### config.mk
export PLATFORM = sky130hd
export DESIGN_NAME = lsd_sequencer_flat
export DESIGN_NICKNAME = d
export VERILOG_FILES = /design/src/rtl/lsd_sequencer_pkg.sv /design/src/rtl/lsd_sequencer_if.sv /design/src/rtl/lsd_sequencer_branch_cond.sv /design/src/rtl/lsd_sequencer.sv /design/src/flat_wrapper.sv
export SDC_FILE = /design/constraint.sdc
export NUM_CORES = 1
export LEC_CHECK = 0
export CORE_ASPECT_RATIO = 1.4
export CORE_UTILIZATION = 45
export CTS_CLUSTER_DIAMETER = 80
export CTS_CLUSTER_SIZE = 12
export DETAILED_ROUTE_END_ITERATION = 10
export PLACE_DENSITY = 0.79
export SYNTH_ARGS = -nofsm -noshare
export SYNTH_HDL_FRONTEND = slang
export SYNTH_HIERARCHICAL = 1
export SYNTH_SLANG_ARGS = --single-unit
### constraint.sdc
create_clock -name clk_i -period 2.1 [get_ports clk_i]
set_input_delay 0.42 -clock clk_i [delete_from_list [all_inputs] [get_ports clk_i]]
set_output_delay 0.42 -clock clk_i [all_outputs]
set_load 0.03 [all_outputs]
### src/rtl/lsd_sequencer_pkg.sv
// Shared opcode, flag-index and FSM encodings for the accumulator program sequencer.
// Pure definitions: no latency, no flow control.
package lsd_sequencer_pkg;

    localparam logic [3:0] OP_JMP  = 4'h8;
    localparam logic [3:0] OP_JZ   = 4'h9;
    localparam logic [3:0] OP_JC   = 4'hA;
    localparam logic [3:0] OP_JN   = 4'hB;
    localparam logic [3:0] OP_JV   = 4'hC;
    localparam logic [3:0] OP_NOP  = 4'hD;
    localparam logic [3:0] OP_WAIT = 4'hE;
    localparam logic [3:0] OP_HALT = 4'hF;

    localparam int FLAG_Z = 0;
    localparam int FLAG_C = 1;
    localparam int FLAG_N = 2;
    localparam int FLAG_V = 3;

    typedef enum logic [1:0] {
        ST_IDLE  = 2'd0,
        ST_FETCH = 2'd1,
        ST_EXEC  = 2'd2,
        ST_HALT  = 2'd3
    } state_e;

    localparam logic [11:0] IR_RST = {OP_NOP, 8'h00};

    function automatic logic is_alu_op(input logic [3:0] op);
        return ~op[3];
    endfunction

endpackage

### src/rtl/lsd_sequencer_if.sv
// ROM fetch and datapath control bundle between sequencer (master) and ROM/datapath (slave).
// Pure wiring: no latency, no flow control.
interface lsd_sequencer_if #(
    parameter int PC_W   = 8,
    parameter int DATA_W = 8
);
    logic [PC_W-1:0]   pc_addr;
    logic [11:0]       instr;
    logic [3:0]        flags;
    logic              dp_en;
    logic [2:0]        dp_opr;
    logic [DATA_W-1:0] dp_b;

    modport master (
        output pc_addr, dp_en, dp_opr, dp_b,
        input  instr, flags
    );

    modport slave (
        input  pc_addr, dp_en, dp_opr, dp_b,
        output instr, flags
    );
endinterface

### src/rtl/lsd_sequencer_branch_cond.sv
// Branch condition evaluator: low opcode bits of a jump plus datapath flags -> taken.
// Combinational, no flow control.
module lsd_sequencer_branch_cond
    import lsd_sequencer_pkg::*;
(
    input  logic [2:0] cond_i,
    input  logic [3:0] flags_i,
    output logic       taken_o
);

    always_comb begin
        taken_o = 1'b0;
        case ({1'b1, cond_i})
            OP_JMP:  taken_o = 1'b1;
            OP_JZ:   taken_o = flags_i[FLAG_Z];
            OP_JC:   taken_o = flags_i[FLAG_C];
            OP_JN:   taken_o = flags_i[FLAG_N];
            OP_JV:   taken_o = flags_i[FLAG_V];
            default: taken_o = 1'b0;
        endcase
    end

endmodule

### src/rtl/lsd_sequencer.sv
// Program sequencer: fetches 12-bit instructions from async ROM, drives datapath en/OPR/B, branches on FLAGS.
// Two cycles per instruction (FETCH, EXEC); WAIT stalls in EXEC until go; start ignored while busy.
module lsd_sequencer
    import lsd_sequencer_pkg::*;
#(
    parameter int PC_W   = 8,
    parameter int DATA_W = 8
) (
    input  logic clk_i,
    input  logic rst_i,
    input  logic start_i,
    input  logic go_i,
    lsd_sequencer_if.master bus,
    output logic busy_o,
    output logic halted_o
);

    state_e            state_q, state_d;
    logic [PC_W-1:0]   pc_q, pc_d;
    logic [11:0]       ir_q, ir_d;
    logic [3:0]        op;
    logic              taken;

    assign op = ir_q[11:8];

    lsd_sequencer_branch_cond u_branch_cond (
        .cond_i  (op[2:0]),
        .flags_i (bus.flags),
        .taken_o (taken)
    );

    always_ff @(posedge clk_i) begin
        if (rst_i) begin
            state_q <= ST_IDLE;
            pc_q    <= '0;
            ir_q    <= IR_RST;
        end else begin
            state_q <= state_d;
            pc_q    <= pc_d;
            ir_q    <= ir_d;
        end
    end

    always_comb begin
        state_d = state_q;
        pc_d    = pc_q;
        ir_d    = ir_q;
        case (state_q)
            ST_IDLE, ST_HALT: begin
                if (start_i) begin
                    state_d = ST_FETCH;
                    pc_d    = '0;
                end
            end
            ST_FETCH: begin
                ir_d    = bus.instr;
                pc_d    = pc_q + PC_W'(1);
                state_d = ST_EXEC;
            end
            ST_EXEC: begin
                state_d = ST_FETCH;
                if (!is_alu_op(op)) begin
                    case (op)
                        OP_NOP:  ;
                        OP_WAIT: if (!go_i) state_d = ST_EXEC;
                        OP_HALT: state_d = ST_HALT;
                        // Remaining control opcodes are the jumps; upper imm bits beyond PC_W are dropped.
                        default: if (taken) pc_d = ir_q[PC_W-1:0];
                    endcase
                end
            end
            default: state_d = ST_IDLE;
        endcase
    end

    assign bus.pc_addr = pc_q;
    assign bus.dp_en   = (state_q == ST_EXEC) && is_alu_op(op);
    assign bus.dp_opr  = ir_q[10:8];
    assign bus.dp_b    = ir_q[DATA_W-1:0];
    assign busy_o      = (state_q == ST_FETCH) || (state_q == ST_EXEC);
    assign halted_o    = (state_q == ST_HALT);

endmodule

### src/flat_wrapper.sv
// flat-port wrapper written by rule: the top's interface ports become plain ports
module lsd_sequencer_flat import lsd_sequencer_pkg::*;
#(
    parameter int PC_W   = 8,
    parameter int DATA_W = 8
)
  (clk_i, rst_i, start_i, go_i, busy_o, halted_o, bus_pc_addr, bus_dp_en, bus_dp_opr, bus_dp_b, bus_instr, bus_flags);
  lsd_sequencer_if #(.PC_W(PC_W), .DATA_W(DATA_W)) bus_i ();
  input  logic clk_i;
  input  logic rst_i;
  input  logic start_i;
  input  logic go_i;
  output logic busy_o;
  output logic halted_o;
  output wire logic [$bits(bus_i.pc_addr)-1:0] bus_pc_addr;
  output wire logic [$bits(bus_i.dp_en)-1:0] bus_dp_en;
  output wire logic [$bits(bus_i.dp_opr)-1:0] bus_dp_opr;
  output wire logic [$bits(bus_i.dp_b)-1:0] bus_dp_b;
  input wire logic [$bits(bus_i.instr)-1:0] bus_instr;
  input wire logic [$bits(bus_i.flags)-1:0] bus_flags;
  assign bus_pc_addr = bus_i.pc_addr;
  assign bus_dp_en = bus_i.dp_en;
  assign bus_dp_opr = bus_i.dp_opr;
  assign bus_dp_b = bus_i.dp_b;
  assign bus_i.instr = bus_instr;
  assign bus_i.flags = bus_flags;
  lsd_sequencer #(.PC_W(PC_W), .DATA_W(DATA_W)) u_core (.clk_i(clk_i), .rst_i(rst_i), .start_i(start_i), .go_i(go_i), .bus(bus_i), .busy_o(busy_o), .halted_o(halted_o));
endmodule
==> results of run 1 <==
## Yosys cell counts (3+ instances only)
cell and number:
a221o_1 3, a22oi_1 3, a21oi_1 8, nor2b_1 8, nor2_1 14, nand3_1 3
nand2_1 6, ha_1 4, buf_4 11, nand2b_1 3, mux2i_1 9, inv_1 6
o21ai_0 4, or3_1 3, a211o_1 5, dfxtp_1 22
## cell type report
| type | instances | share of cell area, % |
|---|---|---|
| clock buffer | 4 | 2.192 |
| inverter | 6 | 1.361 |
| tap | 36 | 2.721 |
| timing repair buffer | 48 | 27.59 |
| sequential | 22 | 26.61 |
| multi-input combinational | 93 | 39.53 |
## state kept, by name, indices dropped and copies added (netlist names)
register	flops
u_core/ir_q	12
u_core/bus.pc_addr	8
u_core/state_q	2
## what timing repair did
action | 4_1_cts | 5_1_grt
setup endpoints to repair | 2 | 1
setup buffers | 0 | 0
gates resized for setup | 2 | 2
cloned | 0 | 0
hold endpoints to repair | 0 | 0
## power by group
| part | switching (uW) | leakage [uW] | internal [uW] | total (uW) |
|---|---|---|---|---|
| registers | 89.6 | 0.000180 | 498 | 588 |
| logic | 477 | 0.000445 | 422 | 899 |
| clock network | 124 | 0.0000210 | 106 | 230 |
| total | 690 | 0.000646 | 1030 | 1720 |
## metal layers
layer,vias to the layer above,wire length [um],track usage (%),share of wire [%]
met3,7,81,1.695,2.9
met2,31,1483,37.68,53
li1,549,-,-,-
met4,0,72,9.926,2.6
met5,-,0,0,0
met1,512,1148,20.35,41
## worst min path at each step
stage	slack, ps	startpoint	end	cells after the start
2_1_floorplan	460	u_core/ir_q[3]	u_core/bus.pc_addr[3]	1
3_3_place_gp	480	u_core/ir_q[4]	u_core/bus.pc_addr[4]	1
3_5_place_dp	490	u_core/ir_q[4]	u_core/bus.pc_addr[4]	1
4_1_cts	520	u_core/state_q[0]	u_core/state_q[0]	2
5_1_grt	560	u_core/ir_q[3]	u_core/bus.pc_addr[3]	1
6_report	520	u_core/ir_q[3]	u_core/bus.pc_addr[3]	1
## cells by family (layout without fill, tap and decap cells)
family / count (synthesis) / in the layout
AND/OR/NAND/NOR: 48 / 48
AO/OA/AOI/OAI: 31 / 31
flip-flops: 22 / 22
buffers and inverters: 22 / 58
multiplexers: 9 / 9
adder cells (fa/ha/maj): 4 / 4
XOR/XNOR: 1 / 1
## metrics by stage
stage                     utilization (%)  TNS (ps)  std cells  hold WS, ps
final                               63.30         0        209        516.0
after global routing                63.30         0        209        559.8
after CTS                           63.44         0        209        516.3
after detailed placement            62.15    -213.0        205        490.4
after global placement              62.15    -41.16        205        478.4
after floorplan                         -         0        137        459.2
==> flow_summary.toml, run 1 <==
[worst_setup_path]
crit_buf_inv = 1
path_depth = 2
cp-startpoint = "u_core/state_q[0]"
reg2reg_slack_ps = 300
rr_worst_depth = 7
startpoint_type = "flip-flop"
r2r-start = "u_core/ir_q[8]"
critPathCaptureType = "primary output"
crit_fanout = 4
timing.rr.end = "u_core/bus.pc_addr[7]"
crit_chain = "ha_1 > clkdlybuf4s50_1"
slowest_stage = "clkdlybuf4s50_1"
cp.arrival_ps = 1550
cpPeakStageDelay_ps = 660
crit_required_ps = 1680
worstSetupPathType = "flip-flop to primary output"
critPathTopFamily = "buffers and inverters"
worstSetupEndpoint = "halted_o"

[power]
total_power_uw = 1716
p_per_area_nw_per_um2 = 1037
peakVddDrop_mv = 0.5813
power_leakage_uw = 0.0006460

[cells_and_area]
fillers = 225
syn_to_final_growth_pct = 34.73
final_cell_mix = "39 x clkdlybuf4s50_1, 22 x dfxtp_1, 14 x nor2_1"
layout-drive-gt1-share_pct = 10.98
multiInputGateArea_um2 = 654.4
final_common_cell = "clkdlybuf4s50_1"
layout.nets = 198
n_antenna_cell = 0
stdcell_area_um2 = 1655
seq_area_um2 = 440.4

[synth]
synthCells = 137
yosysWarningCount = 6
synthTopCellsByArea = "dfxtp_1 36%, mux2i_1 7.3%, buf_4 6.7%"
synth-xor-area-share_pct = 0.7128
synth-edff-count = 0
synthMuxAreaShare_pct = 7.332
synth-compound-area-share_pct = 19.86
seq_area_frac_synth_pct = 35.85
synth_top_family_by_area = "simple AND/OR/NAND/NOR gates"
synthSimpleGateAreaFrac_pct = 21.28
synth_adder_area_share_pct = 4.073
synth_top_area_share_pct = 35.85
synth.distinct_cells = 37
syn_avg_cell_area_um2 = 8.968
syn_area_um2 = 1229
synth_seq_cells = 22
synth_top_area_cell = "dfxtp_1"
syn-num-nets = 161
async_flop_share_pct = 0
synth_flop_cell = "dfxtp_1"

[routing]
drtIter0Drc = 22
wl_per_cell_um = 13.33
first_pass_iters = 4
routed-via-count = 1099
drt.antenna.violating_nets = 0
via_per_inst = 5.258
route.final.wire_length_mm = 2.785
drc = 0

[sta]
setup_viol = 0
min_period_ps = 1966
rsz0062_at_grt = "false"
final_max_slew_viol_count = 0
hold_violations = 0
slew_headroom_pct = 74.49
finClkSkew_ps = 7.562
fmax_ghz = 0.5086
worst_slack_ps = 133.9
tightestPinTransition_ps = 381.5
finalCritPeriodShare_pct = 93.62

[hold_path]
hold_path.class = "flip-flop to flip-flop"

[place]
placed_cell_area_um2 = 1625
hpwlAfterDp_mm = 2.209
dp_slack_ps = -52.13
gp_congestion = 0.8412
numPortBuffers = 41

[die]
dieArea_um2 = 2946
dieWidth_um = 46.16
ios = 42
core_region_area_um2 = 2615
start_util_pct = 46.99
rows = 22
die_h_um = 63.83

[global_routing]
grt_usage_pct = 20.07
grt_pass1_vias = 1067
grt_first_pass_wirelength_mm = 4.388
grt_max_degree = 16
antenna_found_initial = 0
grt.overflow.total = 0

[cts]
cts_num_sinks = 22
cts.path.max_buffers = 2
cts-root-buf = "clkbuf_4"
cts_hold_buf = 0
clk_latency_ps = 310
cts_tree = "done"
cts_max_level = 1
numCtsBuffers = 3
clk_pin_slew_ps = 120

[status]
status = "complete, no violations"

[run]
max_cap_violations = 0
No activity file was read; power rests on OpenSTA's default activity.
==> inputs of run 2 (changes only) <==
--- a/config.mk
+++ b/config.mk
@@ -6,11 +6,12 @@
 export NUM_CORES = 1
 export LEC_CHECK = 0
 export CORE_ASPECT_RATIO = 1.4
+export CORE_MARGIN = 10
 export CORE_UTILIZATION = 45
-export CTS_CLUSTER_DIAMETER = 80
 export CTS_CLUSTER_SIZE = 12
 export DETAILED_ROUTE_END_ITERATION = 10
 export PLACE_DENSITY = 0.79
+export SETUP_SLACK_MARGIN = 0.15
 export SYNTH_ARGS = -nofsm -noshare
 export SYNTH_HDL_FRONTEND = slang
 export SYNTH_HIERARCHICAL = 1
==> flow_summary.toml, run 2 (synthesized netlist as in run 1, its figures left out) <==
[status]
status = "complete, no violations"

[cts]
clk_latency_ps = 290
cts.path.max_buffers = 2
clk_pin_slew_ps = 110
cts_max_level = 1
numCtsBuffers = 3
cts_tree = "done"
cts-root-buf = "clkbuf_4"
post-cts-setup-buffers = 0
cts_hold_buf = 0
cts_num_sinks = 22

[global_routing]
grt_pass1_vias = 1189
grt_usage_pct = 12.18
antenna_found_initial = 0
grt_max_degree = 13
grt_first_pass_wirelength_mm = 5.340
grt.overflow.total = 0

[routing]
top_layer = "met4"
wl_met1_mm = 1.198
route.final.wire_length_mm = 3.194
wl_met3_um = 251
drt.antenna.violating_nets = 0
routed-via-count = 1110
first_pass_iters = 4
drtIter0Drc = 52
drc = 0
wl_per_cell_um = 15.36
wl_met2_mm = 1.675
via_per_inst = 5.337

[power]
p_per_area_nw_per_um2 = 1020
power_leakage_uw = 0.0006842
peakVddDrop_mv = 0.4740

[cells_and_area]
largest_reg_flops = 12
largest_register = "u_core/ir_q"
layout-drive-gt1-share_pct = 11.63
stdcell_area_um2 = 1655
fillers = 219
final_common_cell = "clkdlybuf4s50_1"
final_cell_mix = "34 x clkdlybuf4s50_1, 21 x dfxtp_1, 14 x nor2_1"
n_antenna_cell = 0
syn_to_final_growth_pct = 34.73
layout.nets = 198

[sta]
min_period_ps = 1880
slew_headroom_pct = 75.18
finalCritPeriodShare_pct = 89.51
worst_slack_ps = 220.4
finClkSkew_ps = 3.436
whs_ps = 508.1
fmax_ghz = 0.5320
hold_violations = 0
rsz0062_at_grt = "false"
final_max_slew_viol_count = 0
tightestPinTransition_ps = 370.7
setup_viol = 0

[die]
dieWidth_um = 64.16
core_region_area_um2 = 2615
die_h_um = 81.83
ios = 42
dieArea_um2 = 5250
start_util_pct = 46.99
rows = 22

[place]
placed_cell_area_um2 = 1625
hpwlAfterDp_mm = 2.551
gp_congestion = 0.7741
dp_slack_ps = -80.56
numPortBuffers = 41

[worst_setup_path]
timing.rr.end = "u_core/bus.pc_addr[7]"
cp.arrival_ps = 2070
startpoint_type = "input pin"
crit_fanout = 5
crit_required_ps = 2290
rr_worst_depth = 7
worstSetupPathType = "input pin to flip-flop"
r2r-start = "u_core/ir_q[8]"
reg2reg_slack_ps = 320
critPathCaptureType = "flip-flop"

[hold_path]
hold_path_depth = 1
hold_path.class = "flip-flop to flip-flop"
min_to = "u_core/bus.pc_addr[4]"
hold_start = "u_core/ir_q[4]"

[run]
max_cap_violations = 0
==> run 2: cell type report <==
class	instances	area, um2	share of cell area (%)
inverter	6	22.52	1.361
clock buffer	3	22.52	1.361
tap	36	45.04	2.721
multi-input combinational	93	658.1	39.76
timing repair buffer	48	465.4	28.12
sequential	22	441.7	26.68
==> run 2: where the power goes <==
part | internal [uW] | total [uW] | leakage (uW) | switching [uW]
clock | 66.6 | 183 | 0.0000138 | 116
sequential | 500 | 584 | 0.000179 | 84.6
combinational | 427 | 921 | 0.000491 | 494
==> run 2: routing by layer <==
layer	up-vias	GRT usage, %
li1	545	-
met1	504	12.96
met2	53	22.55
met3	8	2.997
met4	0	4.936
met5	-	0
==> run 2: how the worst max path moves through the flow <==
| stage | start | endpoint | slack, ps | cells past startpoint |
|---|---|---|---|---|
| floorplan | bus_flags[2] | u_core/bus.pc_addr[5] | 460 | 7 |
| global placement | bus_flags[2] | u_core/bus.pc_addr[5] | -9 | 8 |
| detailed placement | bus_flags[2] | u_core/bus.pc_addr[3] | -80 | 8 |
| CTS | u_core/state_q[0] | busy_o | 120 | 4 |
| global route | bus_flags[0] | u_core/bus.pc_addr[4] | 160 | 8 |
| finish | bus_flags[0] | u_core/bus.pc_addr[7] | 220 | 8 |
==> run 2: what timing repair did <==
item,4_1_cts,5_1_grt
endpoints found under the setup margin,3,7
resized for setup,3,8
pin swaps,0,0
==> run 2: stage by stage <==
stage	std cells	util, %	TNS [ps]	total power [uW]
global placement	205	62.15	-28.26	1500
finish	208	63.30	0	1688
CTS	208	62.87	0	1699
detailed placement	205	62.15	-357.9	1530
global route	208	63.30	0	1804
floorplan	137	-	0	1257
==> run 2: worst max-delay path, stage by stage <==
cell,delay (ps)
clkdlybuf4s50_1,410
nor2b_1,180
a2bb2oi_2,160
o22ai_1,100
a21bo_4,240
nand4b_1,210
a21oi_1,80
a221o_1,270
